## src/rtl/kb_event_decoder.sv

```systemverilog
// PS/2 keyboard front-end: deserialises and checks PS/2 frames, buffers the
// received bytes in a small FIFO, strips E0/F0 prefixes into one key event
// per key action on a valid/ready handshake, and tracks the held key plus a
// count of distinct presses for the display logic.
module kb_event_decoder #(
   parameter int FIFO_DEPTH = 8,
   parameter int CNT_W      = 8
) (
   input  logic             clk,
   input  logic             clrn,
   input  logic             ps2_clk,
   input  logic             ps2_data,
   output logic             evt_valid,
   input  logic             evt_ready,
   output logic [7:0]       evt_code,
   output logic             evt_ext,
   output logic             evt_break,
   output logic             key_down,
   output logic [7:0]       cur_code,
   output logic             cur_ext,
   output logic [CNT_W-1:0] press_cnt,
   output logic             overflow,
   output logic             parity_err
);

   localparam int AW = $clog2(FIFO_DEPTH);
   localparam int PW = AW + 1;

   typedef enum logic [2:0] {
      IDLE,
      EXT,
      BRK,
      EXT_BRK,
      EMIT
   } state_t;

   logic [2:0]       sync_q, sync_d;
   logic [1:0]       data_q, data_d;
   logic [3:0]       bit_cnt_q, bit_cnt_d;
   logic [9:0]       shift_q, shift_d;
   logic [PW-1:0]    wr_ptr_q, wr_ptr_d;
   logic [PW-1:0]    rd_ptr_q, rd_ptr_d;
   logic [7:0]       mem_q [FIFO_DEPTH];
   logic             overflow_q, overflow_d;
   logic             parity_err_q, parity_err_d;
   state_t           state_q, state_d;
   logic [7:0]       evt_code_q, evt_code_d;
   logic             evt_ext_q, evt_ext_d;
   logic             evt_break_q, evt_break_d;
   logic             key_down_q, key_down_d;
   logic [7:0]       cur_code_q, cur_code_d;
   logic             cur_ext_q, cur_ext_d;
   logic [CNT_W-1:0] press_cnt_q, press_cnt_d;

   logic        fall;
   logic        frame_done;
   logic        frame_good;
   logic [10:0] frame_bits;
   logic        push_req;
   logic        push;
   logic        pop;
   logic        fifo_empty;
   logic        fifo_full;
   logic [7:0]  head;
   logic        lat_ext;
   logic        lat_brk;
   logic        latch;
   logic        same_key;

   // Frame assembly: synchronise the PS/2 clock, shift in one bit per falling
   // edge, and judge the whole frame when its stop bit arrives.
   always_comb begin
      sync_d       = {sync_q[1:0], ps2_clk};
      data_d       = {data_q[0], ps2_data};
      fall         = sync_q[2] & ~sync_q[1];
      frame_bits   = {data_q[1], shift_q};
      frame_done   = fall && (bit_cnt_q == 4'd10);
      frame_good   = ~frame_bits[0] & frame_bits[10] & (^frame_bits[9:1]);
      push_req     = frame_done & frame_good;
      bit_cnt_d    = bit_cnt_q;
      shift_d      = shift_q;
      parity_err_d = parity_err_q | (frame_done & ~frame_good);
      if (frame_done) begin
         bit_cnt_d = 4'd0;
      end else if (fall) begin
         bit_cnt_d = bit_cnt_q + 4'd1;
         shift_d   = {data_q[1], shift_q[9:1]};
      end
   end

   // FIFO bookkeeping: a push into a full FIFO still succeeds when the parser
   // frees a slot in the same cycle; otherwise the byte is lost and flagged.
   always_comb begin
      fifo_empty = (wr_ptr_q == rd_ptr_q);
      fifo_full  = (wr_ptr_q[AW] != rd_ptr_q[AW]) &&
                   (wr_ptr_q[AW-1:0] == rd_ptr_q[AW-1:0]);
      pop        = ~fifo_empty && (state_q != EMIT);
      push       = push_req && (~fifo_full || pop);
      head       = mem_q[rd_ptr_q[AW-1:0]];
      wr_ptr_d   = push ? wr_ptr_q + PW'(1) : wr_ptr_q;
      rd_ptr_d   = pop  ? rd_ptr_q + PW'(1) : rd_ptr_q;
      overflow_d = overflow_q | (push_req & fifo_full & ~pop);
   end

   // Prefix parser and key tracker: prefixes only move the state, any other
   // byte becomes an event and updates the held-key view in the same cycle.
   always_comb begin
      state_d     = state_q;
      evt_code_d  = evt_code_q;
      evt_ext_d   = evt_ext_q;
      evt_break_d = evt_break_q;
      key_down_d  = key_down_q;
      cur_code_d  = cur_code_q;
      cur_ext_d   = cur_ext_q;
      press_cnt_d = press_cnt_q;
      latch       = 1'b0;
      lat_ext     = (state_q == EXT) || (state_q == EXT_BRK);
      lat_brk     = (state_q == BRK) || (state_q == EXT_BRK);
      same_key    = (cur_code_q == head) && (cur_ext_q == lat_ext);

      if (state_q == EMIT) begin
         if (evt_ready) begin
            state_d = IDLE;
         end
      end else if (pop) begin
         if (head == 8'hE0) begin
            state_d = EXT;
         end else if (head == 8'hF0) begin
            if (state_q == IDLE) begin
               state_d = BRK;
            end else if (state_q == EXT) begin
               state_d = EXT_BRK;
            end
         end else begin
            latch = 1'b1;
         end
      end

      if (latch) begin
         state_d     = EMIT;
         evt_code_d  = head;
         evt_ext_d   = lat_ext;
         evt_break_d = lat_brk;
         if (!lat_brk) begin
            if (!(key_down_q && same_key)) begin
               cur_code_d  = head;
               cur_ext_d   = lat_ext;
               key_down_d  = 1'b1;
               press_cnt_d = press_cnt_q + CNT_W'(1);
            end
         end else if (same_key) begin
            key_down_d = 1'b0;
         end
      end
   end

   // State registers; everything returns to its idle value on reset.
   always_ff @(posedge clk or negedge clrn) begin
      if (!clrn) begin
         sync_q       <= 3'b000;
         data_q       <= 2'b00;
         bit_cnt_q    <= 4'd0;
         shift_q      <= 10'd0;
         wr_ptr_q     <= '0;
         rd_ptr_q     <= '0;
         overflow_q   <= 1'b0;
         parity_err_q <= 1'b0;
         state_q      <= IDLE;
         evt_code_q   <= 8'd0;
         evt_ext_q    <= 1'b0;
         evt_break_q  <= 1'b0;
         key_down_q   <= 1'b0;
         cur_code_q   <= 8'd0;
         cur_ext_q    <= 1'b0;
         press_cnt_q  <= '0;
      end else begin
         sync_q       <= sync_d;
         data_q       <= data_d;
         bit_cnt_q    <= bit_cnt_d;
         shift_q      <= shift_d;
         wr_ptr_q     <= wr_ptr_d;
         rd_ptr_q     <= rd_ptr_d;
         overflow_q   <= overflow_d;
         parity_err_q <= parity_err_d;
         state_q      <= state_d;
         evt_code_q   <= evt_code_d;
         evt_ext_q    <= evt_ext_d;
         evt_break_q  <= evt_break_d;
         key_down_q   <= key_down_d;
         cur_code_q   <= cur_code_d;
         cur_ext_q    <= cur_ext_d;
         press_cnt_q  <= press_cnt_d;
      end
   end

   // FIFO storage needs no reset; the pointers define what is valid.
   always_ff @(posedge clk) begin
      if (push) begin
         mem_q[wr_ptr_q[AW-1:0]] <= frame_bits[8:1];
      end
   end

   assign evt_valid  = (state_q == EMIT);
   assign evt_code   = evt_code_q;
   assign evt_ext    = evt_ext_q;
   assign evt_break  = evt_break_q;
   assign key_down   = key_down_q;
   assign cur_code   = cur_code_q;
   assign cur_ext    = cur_ext_q;
   assign press_cnt  = press_cnt_q;
   assign overflow   = overflow_q;
   assign parity_err = parity_err_q;

endmodule
```

## config.mk

```make
export PLATFORM = sky130hd
export DESIGN_NAME = kb_event_decoder
export DESIGN_NICKNAME = d
export VERILOG_FILES = /design/src/rtl/kb_event_decoder.sv
export SDC_FILE = /design/constraint.sdc
export NUM_CORES = 1
export LEC_CHECK = 0
export CELL_PAD_IN_SITES_DETAIL_PLACEMENT = 0
export CELL_PAD_IN_SITES_GLOBAL_PLACEMENT = 1
export CORE_AREA = 2 2 112 114
export DETAILED_ROUTE_END_ITERATION = 16
export DIE_AREA = 0 0 114 116
export GPL_TIMING_DRIVEN = 0
export PLACE_DENSITY_LB_ADDON = 0.3
export SETUP_SLACK_MARGIN = 0.3
export SLEW_MARGIN = 20
export SYNTH_ARGS = -nofsm -noshare
export SYNTH_HDL_FRONTEND = slang
export SYNTH_SLANG_ARGS = --single-unit
```

## constraint.sdc

```tcl
create_clock -name clk -period 3.4 [get_ports clk]
set_input_delay 0.68 -clock clk [delete_from_list [all_inputs] [get_ports clk]]
set_output_delay 0.68 -clock clk [all_outputs]
set_load 0.1 [all_outputs]
```

==> results of run 1 <==
==> cell type report <==
cell class | instances | area [um2] | area share, %
Sequential cell | 124 | 3420 | 52.0
Clock buffer | 19 | 453 | 6.87
Timing Repair Buffer | 38 | 418 | 6.34
Tap cell | 147 | 184 | 2.79
Buffer | 11 | 87.6 | 1.33
Clock inverter | 13 | 141 | 2.15
Multi-Input combinational cell | 201 | 1860 | 28.2
Inverter | 6 | 22.5 | 0.342
==> worst reg2reg max path: stages (launching register included) <==
cell and delay [ns]:
dfrtp_1 0.36, buf_6 0.15, mux4_2 0.50, mux2_4 0.33, xor2_1 0.18, a2111oi_4 0.40, nand4_4 0.22, o21ai_4 0.21
buf_12 0.17, mux2_4 0.31
==> stage by stage <==
stage,hold WS (ns),utilization (%),worst slack (ns)
floorplan,0.331,-,0.366
global placement,0.337,48.7,-0.495
detailed placement,0.338,49.0,-0.437
CTS,0.123,54.3,0.202
global route,0.129,55.3,0.285
finish,0.130,55.3,0.464
==> repair_timing <==
| item | in CTS | in global routing |
|---|---|---|
| gates resized for setup | 11 | 16 |
| pin swaps | 0 | 4 |
| setup endpoints to repair | 75 | 76 |
| buffers inserted | 0 | 2 |
==> kinds of logic (layout without fill, tap and decap cells) <==
| logic type | Yosys count | after routing |
|---|---|---|
| AO/OA/AOI/OAI | 35 | 35 |
| XOR/XNOR | 31 | 31 |
| adder cells (fa/ha/maj) | 5 | 5 |
| buffers and inverters | 17 | 87 |
| flip-flops | 124 | 124 |
| multiplexers | 52 | 52 |
| AND/OR/NAND/NOR | 78 | 78 |
==> sequential cells by signal (all words and copies together), names as in the netlist <==
name and cells:
evt_code 8, press_cnt 8, mem_q 64, cur_code 8, data_q 2, key_down 1
evt_break 1, shift_q 10, rd_ptr_q 4, bit_cnt_q 4, wr_ptr_q 4, evt_ext 1
overflow 1, sync_q 3, state_q 3, parity_err 1, cur_ext 1
==> routing by layer <==
metal | vias up | GRT usage [%] | part of all wire [%]
li1 | 1383 | - | -
met1 | 1438 | 21.0 | 46
met2 | 49 | 28.2 | 50
met4 | 0 | 6.10 | 1.3
met3 | 11 | 4.71 | 2.9
met5 | - | 0 | 0
==> worst max path at each step <==
stage                                  from                 endpoint  slack (ns)
detailed placement   shift_q[3]$_DFFE_PN0P_    mem_q[7][3]$_DFFE_PP_       -0.44
global placement     shift_q[6]$_DFFE_PN0P_    mem_q[1][0]$_DFFE_PP_       -0.49
global route         shift_q[6]$_DFFE_PN0P_    mem_q[7][1]$_DFFE_PP_        0.28
finish              rd_ptr_q[1]$_DFFE_PN0P_  cur_code[3]$_DFFE_PN0P_        0.46
CTS                  shift_q[3]$_DFFE_PN0P_    mem_q[1][3]$_DFFE_PP_        0.20
floorplan            shift_q[3]$_DFFE_PN0P_    mem_q[1][0]$_DFFE_PP_        0.37
==> synth_stat cells (3+ instances only) <==
master / instances / area, um2
edfxtp_1: 64 / 1920
nand2_1: 23 / 86.3
o21ai_0: 9 / 45.0
buf_2: 4 / 20.0
xnor2_1: 16 / 140
nor3_1: 6 / 30.0
a22oi_1: 4 / 30.0
xor2_1: 14 / 123
and3_1: 5 / 31.3
inv_1: 6 / 22.5
o211ai_1: 3 / 22.5
a21oi_1: 5 / 25.0
nand2b_1: 7 / 43.8
nor2b_1: 5 / 31.3
o2111ai_1: 3 / 26.3
ha_1: 5 / 62.6
mux2_2: 19 / 214
mux4_2: 10 / 225
mux2_4: 8 / 120
dfrtp_1: 60 / 1500
mux2i_1: 15 / 150
nor2_1: 20 / 75.1
==> run_results.csv, run 1 <==
group,metric,value,unit
outcome,status,"complete, no violations",
critical_path,reg2reg_slack,0.46,ns
place,placed_cells,525,
clock_network,clk_latency,0.41,ns
yosys,synth_top_family_by_area,"multiplexers",
clock_network,h-tree-depth,4,
place,place.gp.congestion,0.764,
die,die_w,114,um
yosys,synth_xor_area_share,5.42,%
yosys,yosysWarningCount,0,
yosys,syn-instance-count,342,
route,vias,2881,
sta,rsz0062_at_grt,"no",
clock_network,cts.path.max_buffers,2,
yosys,avgSynthCellArea,15.4,um2
finish,layout_commonest_cell,"edfxtp_1",
critical_path,r2r-end,"cur_code[3]$_DFFE_PN0P_",
route,ant_nets,0,
flow_run,drv_cap,0,
critical_path,ff2ff_path_depth,9,
yosys,synth_fp_nets,352,
global_routing,grt_pass1_vias,3067,
critical_path,critPathKind,"reg2reg",
route,drcViolationCount,0,
yosys,yosysSeqAreaShare,65.0,%
route,wirelength,10100,um
critical_path,r2r_start,"rd_ptr_q[1]$_DFFE_PN0P_",
sta,fin_crit_sh,86.4,%
clock_network,cts_tree,"yes",
critical_path,crit_cells,9,
die,dieArea,13200,um2
yosys,synth-async-reset-ratio,48.4,%
yosys,synth-compound-area-share,5.25,%
yosys,ys_ff_latch,124,
finish,area_growth_syn_to_layout,25.2,%
critical_path,crit_buf_inv,2,
place,dp_hpwl,6740,um
sta,fin_crit,2.94,ns
sta,hold_viol_final,0,
clock_network,clkTransAtPathRegs,0.06,ns
clock_network,clock_sinks,124,
place,place_area,5840,um2
clock_network,root_buffer,"clkbuf_16",
sta,slew_violations,0,
yosys,synthAdderAreaFrac,1.19,%
sta,max_freq,0.341,GHz
route,wl_per_cell,18.0,um
critical_path,setup.worst_path.start_class,"flop",
route,drtIter0Drc,190,
sta,setup_viol,0,
finish,antenna_cells,0,
global_routing,grt_max_degree,48,
route,dr.pass1.iters,4,
die,start_util,44.2,%
critical_path,crit_family,"multiplexers",
yosys,ys_types,46,
yosys,synth_edf_count,64,
critical_path,crit_chain,"buf_6 > mux4_2 > mux2_4 > xor2_1 > a2111oi_4 > nand4_4 > o21ai_4 > buf_12 > mux2_4",
critical_path,path_common_cell,"mux2_4",
yosys,synth_mux_area_share,13.5,%
finish,postLayoutCellArea,6590,um2
finish,drive_gt1_share,25.7,%
global_routing,grt.overflow.total,0,
clock_network,cts_buffers,17,
critical_path,cp_data_arrival_time,3.22,ns
yosys,yosys.area_share.simple,7.56,%
global_routing,grt_pass1_wl,16300,um
critical_path,cp_slowest_cell,"mux4_2",
clock_network,postCtsHoldBufs,0,
finish,nFillCells,979,
critical_path,crit_required,3.69,ns
route,via_per_inst,5.15,
sta,worst_pin_slew,0.970,ns
die,die_h,116,um
critical_path,critPathMaxFanout,10,
finish,final_cells,559,
die,io-pin-count,36,
global_routing,antenna_found_initial,0,
min_path,hold_path_class,"in2async",
die,core_area,11900,um2
yosys,synth_flop_cell,"edfxtp_1",
global_routing,grt_usage,16.8,%
place,io_buffers,35,
yosys,synthesis.area,5260,um2
critical_path,cpPeakStageDelay,0.49,ns
sta,clock_skew,0.0119,ns
finish,nets,409,
die,rows,40,
finish,mostFrequentLayoutCells,"64 x edfxtp_1, 59 x dfrtp_1, 33 x clkdlybuf4s50_1",
critical_path,critPathCaptureType,"flop",
sta,relSlewSlack,35.1,%
sta,finalSetupTns,0,ns
Power of run 1 is not shown: default switching activity piles up to over one toggle a cycle in this logic, so the estimate is an artifact.
==> run 2: changes to the inputs <==
- TNS_END_PERCENT: default -> 1
==> run 2 against run 1 <==
  * Cell count unchanged
  * Maximum frequency fell by 0.61%
  * Critical path depth stayed put
  * Register-to-register slack lost 0.02 ns
  * Setup slack got worse by 0.018 ns
  * Non-clock buffer count unchanged
  * Count of clock-buffer cells in the layout stayed put
  * First-iteration DRC count increased by 32%
  * Largest cell class unchanged
==> run_results.csv, run 2 (synthesis results as in run 1) <==
group,metric,value,unit
critical_path,crit_buf_inv,2,
route,dr.pass1.iters,4,
global_routing,grt_max_degree,48,
place,io_buffers,35,
finish,antenna_cells,0,
place,dp_hpwl,6740,um
route,drtIter0Drc,250,
critical_path,critPathMaxFanout,10,
die,die_h,116,um
critical_path,crit_family,"multiplexers",
global_routing,grt_usage,16.8,%
route,drcViolationCount,0,
clock_network,cts.path.max_buffers,2,
global_routing,grt_pass1_vias,3060,
global_routing,grt_pass1_wl,16300,um
sta,relSlewSlack,35.1,%
finish,nFillCells,983,
critical_path,cp_data_arrival_time,3.24,ns
place,placed_cells,525,
clock_network,cts_tree,"yes",
sta,clock_skew,0.00849,ns
min_path,hold_path_class,"in2async",
die,start_util,44.2,%
finish,drive_gt1_share,25.5,%
die,die_w,114,um
critical_path,cp_slowest_cell,"mux4_2",
place,place_worst_setup_slack,-0.437,ns
global_routing,met2_usage,28.3,%
global_routing,met1_usage,20.9,%
finish,mostFrequentLayoutCells,"64 x edfxtp_1, 59 x dfrtp_1, 33 x clkdlybuf4s50_1",
critical_path,cpPeakStageDelay,0.50,ns
global_routing,grt_use_met3,4.71,%
die,dieArea,13200,um2
global_routing,grt.overflow.total,0,
route,via_per_inst,5.17,
clock_network,clk_latency,0.41,ns
outcome,status,"complete, no violations",
route,wl_per_cell,18.0,um
route,wirelength,10000,um
clock_network,cts_buffers,17,
clock_network,root_buffer,"clkbuf_16",
sta,worst_pin_slew,0.970,ns
critical_path,critPathCaptureType,"flop",
clock_network,clkTransAtPathRegs,0.05,ns
sta,hold_viol_final,0,
critical_path,crit_required,3.68,ns
place,place.gp.congestion,0.764,
critical_path,setup.worst_path.start_class,"flop",
die,io-pin-count,36,
route,ant_nets,0,
clock_network,clock_sinks,124,
finish,layout_commonest_cell,"edfxtp_1",
finish,final_cells,559,
clock_network,h-tree-depth,4,
sta,fin_crit_sh,86.9,%
sta,slew_violations,0,
finish,area_growth_syn_to_layout,24.9,%
die,rows,40,
global_routing,grt-busiest-layer,"met2",
route,vias,2889,
sta,hold_ws,0.133,ns
flow_run,drv_cap,0,
sta,fin_ws,0.446,ns
finish,nets,409,
finish,largest_reg_flops,64,
sta,setup_viol,0,
sta,max_freq,0.338,GHz
critical_path,crit_chain,"buf_6 > mux4_2 > mux2_2 > xor2_1 > nor3_1 > nand4_4 > o21ai_4 > buf_12 > mux2_4",
global_routing,antenna_found_initial,0,
die,core_area,11900,um2
sta,rsz0062_at_grt,"yes",
critical_path,critPathKind,"reg2reg",
sta,fin_crit,2.95,ns
## run 2: cell types whose count changed in the layout (fill, tap and decap cells not counted), sizes merged
cell,change
buf,+1
clkbuf,-1
## run 2: path summary, 6_finish.rpt
path | start | end | slack, ns | depth (start not counted)
min reg2reg | sync_q[0]$_DFF_PN0_ | sync_q[1]$_DFF_PN0_ | 0.35 | 0
max | rd_ptr_q[0]$_DFFE_PN0P_ | cur_code[3]$_DFFE_PN0P_ | 0.45 | 9
max in group asynchronous | clrn | shift_q[6]$_DFFE_PN0P_ | 2.77 | 2
min in group clk | sync_q[0]$_DFF_PN0_ | sync_q[1]$_DFF_PN0_ | 0.35 | 0
max reg2reg | rd_ptr_q[0]$_DFFE_PN0P_ | cur_code[3]$_DFFE_PN0P_ | 0.45 | 9
min | clrn | evt_code[2]$_DFFE_PN0P_ | 0.13 | 1
## run 2: routing by layer
| layer | vias up | share of wire, % |
|---|---|---|
| met2 | 61 | 50 |
| li1 | 1384 | - |
| met5 | - | 0 |
| met1 | 1433 | 45 |
| met3 | 11 | 3.7 |
| met4 | 0 | 1.4 |
## run 2: area by class of cell
| class | instances | area (um2) | share of cell area [%] |
|---|---|---|---|
| Buffer | 11 | 85.1 | 1.29 |
| Clock buffer | 19 | 453 | 6.89 |
| Clock inverter | 13 | 141 | 2.15 |
| Inverter | 6 | 22.5 | 0.343 |
| Multi-Input combinational cell | 201 | 1850 | 28.1 |
| Sequential cell | 124 | 3420 | 52.1 |
| Tap cell | 147 | 184 | 2.80 |
| Timing Repair Buffer | 38 | 418 | 6.36 |
## run 2: what timing repair did
action | in CTS | in global routing
pin swaps | 0 | 2
hold endpoints to repair | 0 | 0
setup buffers | 0 | 2
hold buffers | 0 | 0
setup endpoints to repair | 75 | 87
gates resized for setup | 7 | 17
## run 2: metrics by stage
stage                     TNS, ns  utilization [%]  cell area (um2)
final                           0             55.2             6570
after global routing            0             55.2             6570
after CTS                       0             54.2             6450
after detailed placement   -17.60             49.0             5840
after global placement     -41.97             48.7             5800
after floorplan                 0                -             5270
## run 2: worst reg2reg max path, cell delays in order (launching register included)
cell and delay [ns]:
dfrtp_2 0.45, buf_6 0.20, mux4_2 0.50, mux2_2 0.34
xor2_1 0.16, nor3_1 0.29, nand4_4 0.22, o21ai_4 0.22
buf_12 0.17, mux2_4 0.31
Power of run 2 is left out for the same reason.
